[config.mk]
export PLATFORM = sky130hd
export DESIGN_NAME = instr_fetch_unit
export DESIGN_NICKNAME = d
export VERILOG_FILES = /design/src/rtl/cpu_pkg.sv /design/src/rtl/instr_fetch_unit_next_pc.sv /design/src/rtl/instr_fetch_unit.sv
export SDC_FILE = /design/constraint.sdc
export NUM_CORES = 1
export LEC_CHECK = 0
export CORE_ASPECT_RATIO = 0.9
export CORE_UTILIZATION = 45
export CTS_CLUSTER_DIAMETER = 40
export DETAILED_ROUTE_END_ITERATION = 7
export DONT_BUFFER_PORTS = 1
export GPL_TIMING_DRIVEN = 0
export PLACE_DENSITY = 0.59
export SYNTH_ARGS = -nofsm -noshare
export SYNTH_HDL_FRONTEND = slang
export SYNTH_SLANG_ARGS = --single-unit
[constraint.sdc]
create_clock -name clk -period 7 [get_ports clk]
set_clock_uncertainty 0.2 [all_clocks]
set_input_delay 1.4 -clock clk [delete_from_list [all_inputs] [get_ports clk]]
set_output_delay 1.4 -clock clk [all_outputs]
set_load 0.03 [all_outputs]
[src/rtl/cpu_pkg.sv]
// Shared definitions for the multi-cycle CPU front end:
// PC-source selects, opcodes of interest and the fetch FSM state type.
package cpu_pkg;

    localparam logic [2:0] PCSRC_JUMP   = 3'd0;
    localparam logic [2:0] PCSRC_BRANCH = 3'd1;
    localparam logic [2:0] PCSRC_JR     = 3'd2;
    localparam logic [2:0] PCSRC_SEQ    = 3'd3;
    localparam logic [2:0] PCSRC_HALT   = 3'd4;

    localparam logic [5:0] OP_HALT = 6'd0;
    localparam logic [5:0] OP_BEQ  = 6'd30;
    localparam logic [5:0] OP_BLT  = 6'd31;

    typedef enum logic [1:0] {
        ST_FETCH,
        ST_EXEC,
        ST_UPDATE,
        ST_HALT
    } fetch_state_e;

    function automatic logic [5:0] opcode_of(input logic [31:0] word);
        return word[31:26];
    endfunction

endpackage

[src/rtl/instr_fetch_unit_next_pc.sv]
// Next-PC selection: jump, conditional branch, jump-register,
// sequential and halt. Purely combinational.
module next_pc_calc
    import cpu_pkg::*;
#(
    parameter int PC_W = 16
) (
    input  logic [PC_W-1:0] pc,
    input  logic [31:0]     instr,
    input  logic [2:0]      pc_sel,
    input  logic            equ,
    input  logic            les,
    input  logic [PC_W-1:0] reg_target,
    output logic [PC_W-1:0] next_pc,
    output logic            halt
);

    logic signed [15:0] imm16;
    logic [PC_W-1:0]    imm;
    logic [PC_W-1:0]    pc_seq;
    logic [PC_W-1:0]    pc_rel;
    logic [5:0]         op;
    logic               taken;
    logic               unused_bits;

    assign imm16       = instr[15:0];
    assign imm         = PC_W'(imm16);
    assign op          = opcode_of(instr);
    assign unused_bits = ^instr[25:16];

    // Both sums wrap modulo 2^PC_W by construction.
    assign pc_seq = pc + PC_W'(1);
    assign pc_rel = pc_seq + imm;

    assign taken = ((op == OP_BEQ) && equ)
                || ((op == OP_BLT) && les);

    always_comb begin
        next_pc = pc_seq;
        halt    = 1'b0;
        case (pc_sel)
            PCSRC_JUMP:   next_pc = pc_rel;
            PCSRC_BRANCH: next_pc = taken ? pc_rel : pc_seq;
            PCSRC_JR:     next_pc = reg_target;
            PCSRC_HALT: begin
                next_pc = pc;
                halt    = 1'b1;
            end
            default:      next_pc = pc_seq;
        endcase
    end

endmodule

[src/rtl/instr_fetch_unit.sv]
// Front end of the multi-cycle CPU: owns the PC, fetches into the IR,
// holds it for one execute frame, then advances the PC or halts.
module instr_fetch_unit
    import cpu_pkg::*;
#(
    parameter int              PC_W        = 16,
    parameter int              EXEC_CYCLES = 8,
    parameter logic [PC_W-1:0] RESET_PC    = '0
) (
    input  logic            clk,
    input  logic            rst_n,
    output logic            imem_req,
    output logic [PC_W-1:0] imem_addr,
    input  logic            imem_ack,
    input  logic [31:0]     imem_rdata,
    output logic [31:0]     instr,
    output logic [5:0]      opcode,
    output logic            ir_valid,
    output logic [PC_W-1:0] pc,
    input  logic [2:0]      pc_sel,
    input  logic            equ,
    input  logic            les,
    input  logic [PC_W-1:0] reg_target,
    output logic            halted
);

    localparam int CNT_W = (EXEC_CYCLES > 2) ? $clog2(EXEC_CYCLES) : 1;
    localparam logic [CNT_W-1:0] CNT_LAST = CNT_W'(EXEC_CYCLES - 2);

    fetch_state_e    state;
    fetch_state_e    state_n;
    logic [CNT_W-1:0] cnt;
    logic [PC_W-1:0]  pc_q;
    logic [31:0]      instr_q;
    logic             halted_q;
    logic             req_q;
    logic             accept;
    logic [PC_W-1:0]  next_pc;
    logic             halt;

    // Request is registered so a stale ack right after reset is dropped.
    assign accept = (state == ST_FETCH) && req_q && imem_ack;

    next_pc_calc #(
        .PC_W(PC_W)
    ) u_next_pc (
        .pc         (pc_q),
        .instr      (instr_q),
        .pc_sel     (pc_sel),
        .equ        (equ),
        .les        (les),
        .reg_target (reg_target),
        .next_pc    (next_pc),
        .halt       (halt)
    );

    always_ff @(posedge clk) begin
        if (!rst_n) begin
            state    <= ST_FETCH;
            cnt      <= '0;
            pc_q     <= RESET_PC;
            instr_q  <= '0;
            halted_q <= 1'b0;
            req_q    <= 1'b0;
        end else begin
            state <= state_n;
            req_q <= (state_n == ST_FETCH);
            if (accept) begin
                instr_q <= imem_rdata;
                cnt     <= '0;
            end
            if (state == ST_EXEC) begin
                cnt <= cnt + CNT_W'(1);
            end
            if (state == ST_UPDATE) begin
                pc_q <= next_pc;
                if (halt) begin
                    halted_q <= 1'b1;
                end
            end
        end
    end

    always_comb begin
        state_n = state;
        unique case (state)
            ST_FETCH:  if (accept) state_n = ST_EXEC;
            ST_EXEC:   if (cnt == CNT_LAST) state_n = ST_UPDATE;
            ST_UPDATE: state_n = halt ? ST_HALT : ST_FETCH;
            ST_HALT:   state_n = ST_HALT;
            default:   state_n = ST_FETCH;
        endcase
    end

    always_comb begin
        imem_req  = req_q;
        imem_addr = pc_q;
        instr     = instr_q;
        opcode    = opcode_of(instr_q);
        ir_valid  = (state == ST_EXEC) || (state == ST_UPDATE);
        pc        = pc_q;
        halted    = halted_q;
    end

endmodule

# After elaboration in Yosys (flattened, before gate mapping)

Index checks and enable logic that the tools add are counted.

Logic and storage cells: 40
Register bits: 55
Input port bits: 56
Output and inout bits: 73

Equality and inequality tests: 9
Reduce and logical (&&, ||, !) cells: 12
Add/sub/neg operators: 3
Multiplexer cells: 9
Bitwise operators: 1

Operator list:

| kind                  | count |
|---|---|
| $pmux 16 s4           | 1 |
| $add 16x1->16 const B | 1 |
| $add 16x16->16        | 1 |
| $mux 16               | 1 |
| $eq 6x5->1 const B    | 2 |
| $pmux 2 s4            | 1 |
| $eq 3x3->1 const B    | 2 |
| $mux 2                | 3 |
| $mux 3                | 2 |
| $eq 2x2->1 const B    | 2 |
| $logic_and 1x1->1     | 4 |
| $logic_not 2->1       | 2 |
| $reduce_and 2->1      | 2 |
| $add 3x1->3 const B   | 1 |
| $eq 3x1->1 const B    | 1 |
| $eq 3x2->1 const B    | 1 |
| $logic_not 3->1       | 1 |
| $eq 2x1->1 const B    | 1 |
| $logic_or 1x1->1      | 2 |
| $reduce_bool 2->1     | 1 |
| $mux 1                | 1 |
| $not 1->1             | 1 |

# Longest topological paths before layout

Depth after elaboration: 6
Mapped depth: 12
Gate-level depth less buffers: 12

# Cells and area by module

Synthesis repeated with hierarchy kept, for this count alone.

Cell total of the unflattened synthesis: 463
Area total of the unflattened synthesis: 3691.0 um^2

By module, submodules not included:

| module           | area an instance (um^2) | instances | seq. area each (um^2) | cells each |
|---|---|---|---|---|
| instr_fetch_unit | 2195.9                  | 1         | 1101.1                | 256 |
| next_pc_calc     | 1495.2                  | 1         | 0.0                   | 207 |

# Least setup slack after synthesis

Ideal clock, no wire load.

Path type: input-to-reg
Start point: input les
End point: register pc_q[12] (netlist: imem_addr[12])
Required time: 6717 ps
Arrival: 2863 ps
Setup slack: 3855 ps
Stages on the path: 6
Library setup time: 83 ps
Buffers on the path: 0
Cells stage by stage: mux2_1 > or4b_4 > a21boi_4 > o21ai_1 > or4b_1 > o221ai_1

Word-level cells in the longest chain between the ends: 4

Ends and longest elaborated chain:

| element              | line                           | source |
|---|---|---|
| from (decl)          | instr_fetch_unit.sv:22         | `input logic les,` |
| $logic_and 1x1->1    | instr_fetch_unit_next_pc.sv:36 | `\|\| ((op == OP_BLT) && les);` |
| $logic_or 1x1->1     | instr_fetch_unit_next_pc.sv:36 |  |
| $mux 16              | instr_fetch_unit_next_pc.sv:43 | `PCSRC_BRANCH: next_pc = taken ? pc_rel : pc_seq;` |
| $pmux 16 s4          | instr_fetch_unit_next_pc.sv:41 | `case (pc_sel)` |
| to (signal assigned) | instr_fetch_unit.sv:76         | `pc_q <= next_pc;` |
| to (decl)            | instr_fetch_unit.sv:33         | `logic [PC_W-1:0] pc_q;` |

No other way between the ends.
A chain may end at the register's enable or synchronous reset.

# Final worst setup path

Start point: register pc_q[0] (netlist: imem_addr[0])
End point: register pc_q[8] (netlist: imem_addr[8])

Word-level cells in the longest chain between the ends: 4

Ends and longest elaborated chain:

| element         | line                           | source |
|---|---|---|
| $add 16x1->16 * | instr_fetch_unit_next_pc.sv:32 | `assign pc_seq = pc + PC_W'(1);` |
| $add 16x16->16  | instr_fetch_unit_next_pc.sv:33 | `assign pc_rel = pc_seq + imm;` |
| $mux 16         | instr_fetch_unit_next_pc.sv:43 |  |
| $pmux 16 s4 *   | instr_fetch_unit_next_pc.sv:41 |  |

Every way passes the cells marked *; elsewhere a longest branch is shown, timed or not.

==> results.sh <==
export IMPL_worst_pin_slew_ns=0.792
export IMPL_drive_above_1_share=0.0947
export IMPL_synthFlopType="dfxtp_1"
export IMPL_viasPerCell=5.81
export IMPL_area_growth_pct=6.03
export IMPL_drt_pass1_iter_count=4
export IMPL_status="finished, final reports clean"
export IMPL_grt_pass1_vias=2988
export IMPL_antenna_found_initial=0
export IMPL_dieArea_sq_um=8150
export IMPL_gr_total_overflow=0
export IMPL_crit_type="reg -> reg"
export IMPL_drt_iter0_drc=153
export IMPL_io_pins=129
export IMPL_slew_violations=0
export IMPL_cts_hold_buf=0
export IMPL_cts_resized=0
export IMPL_die_h_um=85.7
export IMPL_synth_cell_types=53
export IMPL_cts_setup_buffers=0
export IMPL_postSynthAreaPerCell_sq_um=7.86
export IMPL_relSlewSlack=0.469
export IMPL_cts_buffers=5
export IMPL_min_path_type="reg -> reg"
export IMPL_vias=3195
export IMPL_min_period_over_period=0.509
export IMPL_clock_fmax_mhz=281
export IMPL_rsz0062_at_grt="no"
export IMPL_clkSlewWorstSetupHoldPaths_ns=0.12
export IMPL_syn_inst=446
export IMPL_insertedDiodeCount=0
export IMPL_cap_violations=0
export IMPL_crit_chain="nand4_1 -> nor2_1 -> xor2_1 -> ha_1 -> and3_1 -> a211oi_1 -> a21boi_0 -> o22ai_1 -> mux2_2 -> a21oi_1"
export IMPL_finalSetupTns_ns=0
export IMPL_wire_per_inst_um=17.2
export IMPL_arrival_ns=3.62
export IMPL_crit_slowest_cell="dfxtp_1"
export IMPL_cts_max_path_buffers=2
export IMPL_path_delay_family="compound AO/OA/AOI/OAI gates"
export IMPL_start_util=0.465
export IMPL_nNetsFinal=536
export IMPL_crit_fanout=6
export IMPL_die_x_um=95.0
export IMPL_vdd_drop_max_v=0.0000841
export IMPL_async_flop_share=0
export IMPL_synth_net_count=529
export IMPL_layout_min_cycle_time_ns=3.56
export IMPL_drcViolationCount=0
export IMPL_grt_start_max_net_pins=19
export IMPL_finalWeightedCongestion=0.887
export IMPL_cts_tree="done"
export IMPL_place_area_sq_um=3630
export IMPL_power_leakage_uw=0.00146
export IMPL_final_common_cell="nand2_1"
export IMPL_worstSetupStartpointType="flip-flop"
export IMPL_core_sq_um=7540
export IMPL_port_buffers=0
export IMPL_required_ns=7.06
export IMPL_power_density_nw_per_um2=168
export IMPL_drt_antenna_violating_nets=0
export IMPL_fp_row_count=30
export IMPL_hold_viol_final=0
export IMPL_synth_yosys_seq_area_share=0.314
export IMPL_yosys_warnings=0
export IMPL_critPathBufInv=0
export IMPL_drt_wl_total_um=9440
export IMPL_grt_total_usage=0.236
export IMPL_clk_latency_ns=0.32
export IMPL_cts_root_buf="clkbuf_8"
export IMPL_cts_sinks=55
export IMPL_synth_area_sq_um=3510
export IMPL_dpl_hpwl_um=7410
export IMPL_fin_area_sq_um=3720
export IMPL_htree_levels=2
export IMPL_finalSetupViolations=0
export IMPL_synth_edf_count=0
export IMPL_cp_slowest_stage_delay_ns=0.62
export IMPL_ys_ff_latch=55
export IMPL_mostFrequentLayoutCells="nand2_1 (91), a21oi_1 (57), dfxtp_1 (55), ha_1 (26), nor2_1 (23)"
export IMPL_endpoint_kind="flip-flop"
export IMPL_grt_first_pass_wirelength_um=14900
[synth_stat cells (5+ instances only)]
cell type | number | share of area
o21ai_0 | 19 | 0.027
a21oi_1 | 57 | 0.081
ha_1 | 26 | 0.093
xnor2_1 | 13 | 0.032
nand2_1 | 91 | 0.097
nor3_1 | 6 | 0.0086
nor2_1 | 23 | 0.025
a221oi_1 | 12 | 0.030
clkbuf_1 | 19 | 0.020
dfxtp_1 | 55 | 0.31
buf_4 | 22 | 0.047
xor2_1 | 11 | 0.027
inv_1 | 9 | 0.0096
o21a_1 | 5 | 0.011
nand3_1 | 6 | 0.0086
nand4_1 | 5 | 0.0089
[flip-flops by register name, indices dropped and copies added (netlist names)]
register   flops
halted         1
imem_req       1
state          2
cnt            3
instr         32
imem_addr     16
[cells by family (layout without fill, tap and decap cells)]
family                     Yosys count  after routing  share of synthesized area
AOI/OAI and AO/OA                  131            131                      0.241
xor gates and xnor gates            24             24                     0.0600
adders and majority gates           27             27                     0.0985
buffers and inverters               52             60                     0.0796
DFF                                 55             55                      0.314
muxes                                5              5                     0.0157
and+or+nand+nor                    152            152                      0.191
[per-stage QoR]
step / instances / worst slack (ns) / utilization / total power [uW] / hold slack [ns]
global route: 550 / 3.14 / 0.493 / 658 / 0.383
finish: 550 / 3.44 / 0.493 / 623 / 0.346
CTS: 550 / 3.45 / 0.493 / 633 / 0.340
floorplan: 446 / 3.85 / - / 422 / 0.277
detailed placement: 542 / 3.48 / 0.481 / 442 / 0.315
global placement: 542 / 3.55 / 0.481 / 441 / 0.299
[area by class of cell]
| class | instances | area (sq um) |
|---|---|---|
| Fill cell | 756 | 3830 |
| Multi-Input combinational cell | 339 | 2130 |
| Sequential cell | 55 | 1100 |
| Buffer | 43 | 245 |
| Tap cell | 96 | 120 |
| Clock buffer | 5 | 68.8 |
| Inverter | 9 | 33.8 |
| Clock inverter | 3 | 22.5 |
[report_power, final]
part / internal, uW / total, uW / switching [uW]
clock: 72.8 / 189 / 116
combinational: 25.4 / 74.8 / 49.4
sequential: 325 / 360 / 34.6
[tightest hold or removal path, stage by stage (launching register included)]
cell	delay [ns]
dfxtp_1	0.37
a21oi_1	0.08
nor2_1	0.07
[layer usage]
| metal | track usage | routed length, um | vias up |
|---|---|---|---|
| li1 | - | - | 1575 |
| met1 | 0.310 | 4170 | 1485 |
| met2 | 0.385 | 4370 | 124 |
| met3 | 0.0567 | 793 | 11 |
| met4 | 0.0634 | 113 | 0 |
| met5 | 0 | 0 | - |
[path summary, 6_finish.rpt]
kind | slack (ns) | end | start | depth (start not counted)
setup / recovery | 3.44 | imem_addr[8] | imem_addr[0] | 10
hold / removal | 0.35 | cnt[2] | cnt[2] | 2
setup reg to reg | 3.44 | imem_addr[8] | imem_addr[0] | 10
hold reg to reg | 0.35 | cnt[2] | cnt[2] | 2
Power figures use the tool's default switching activity.
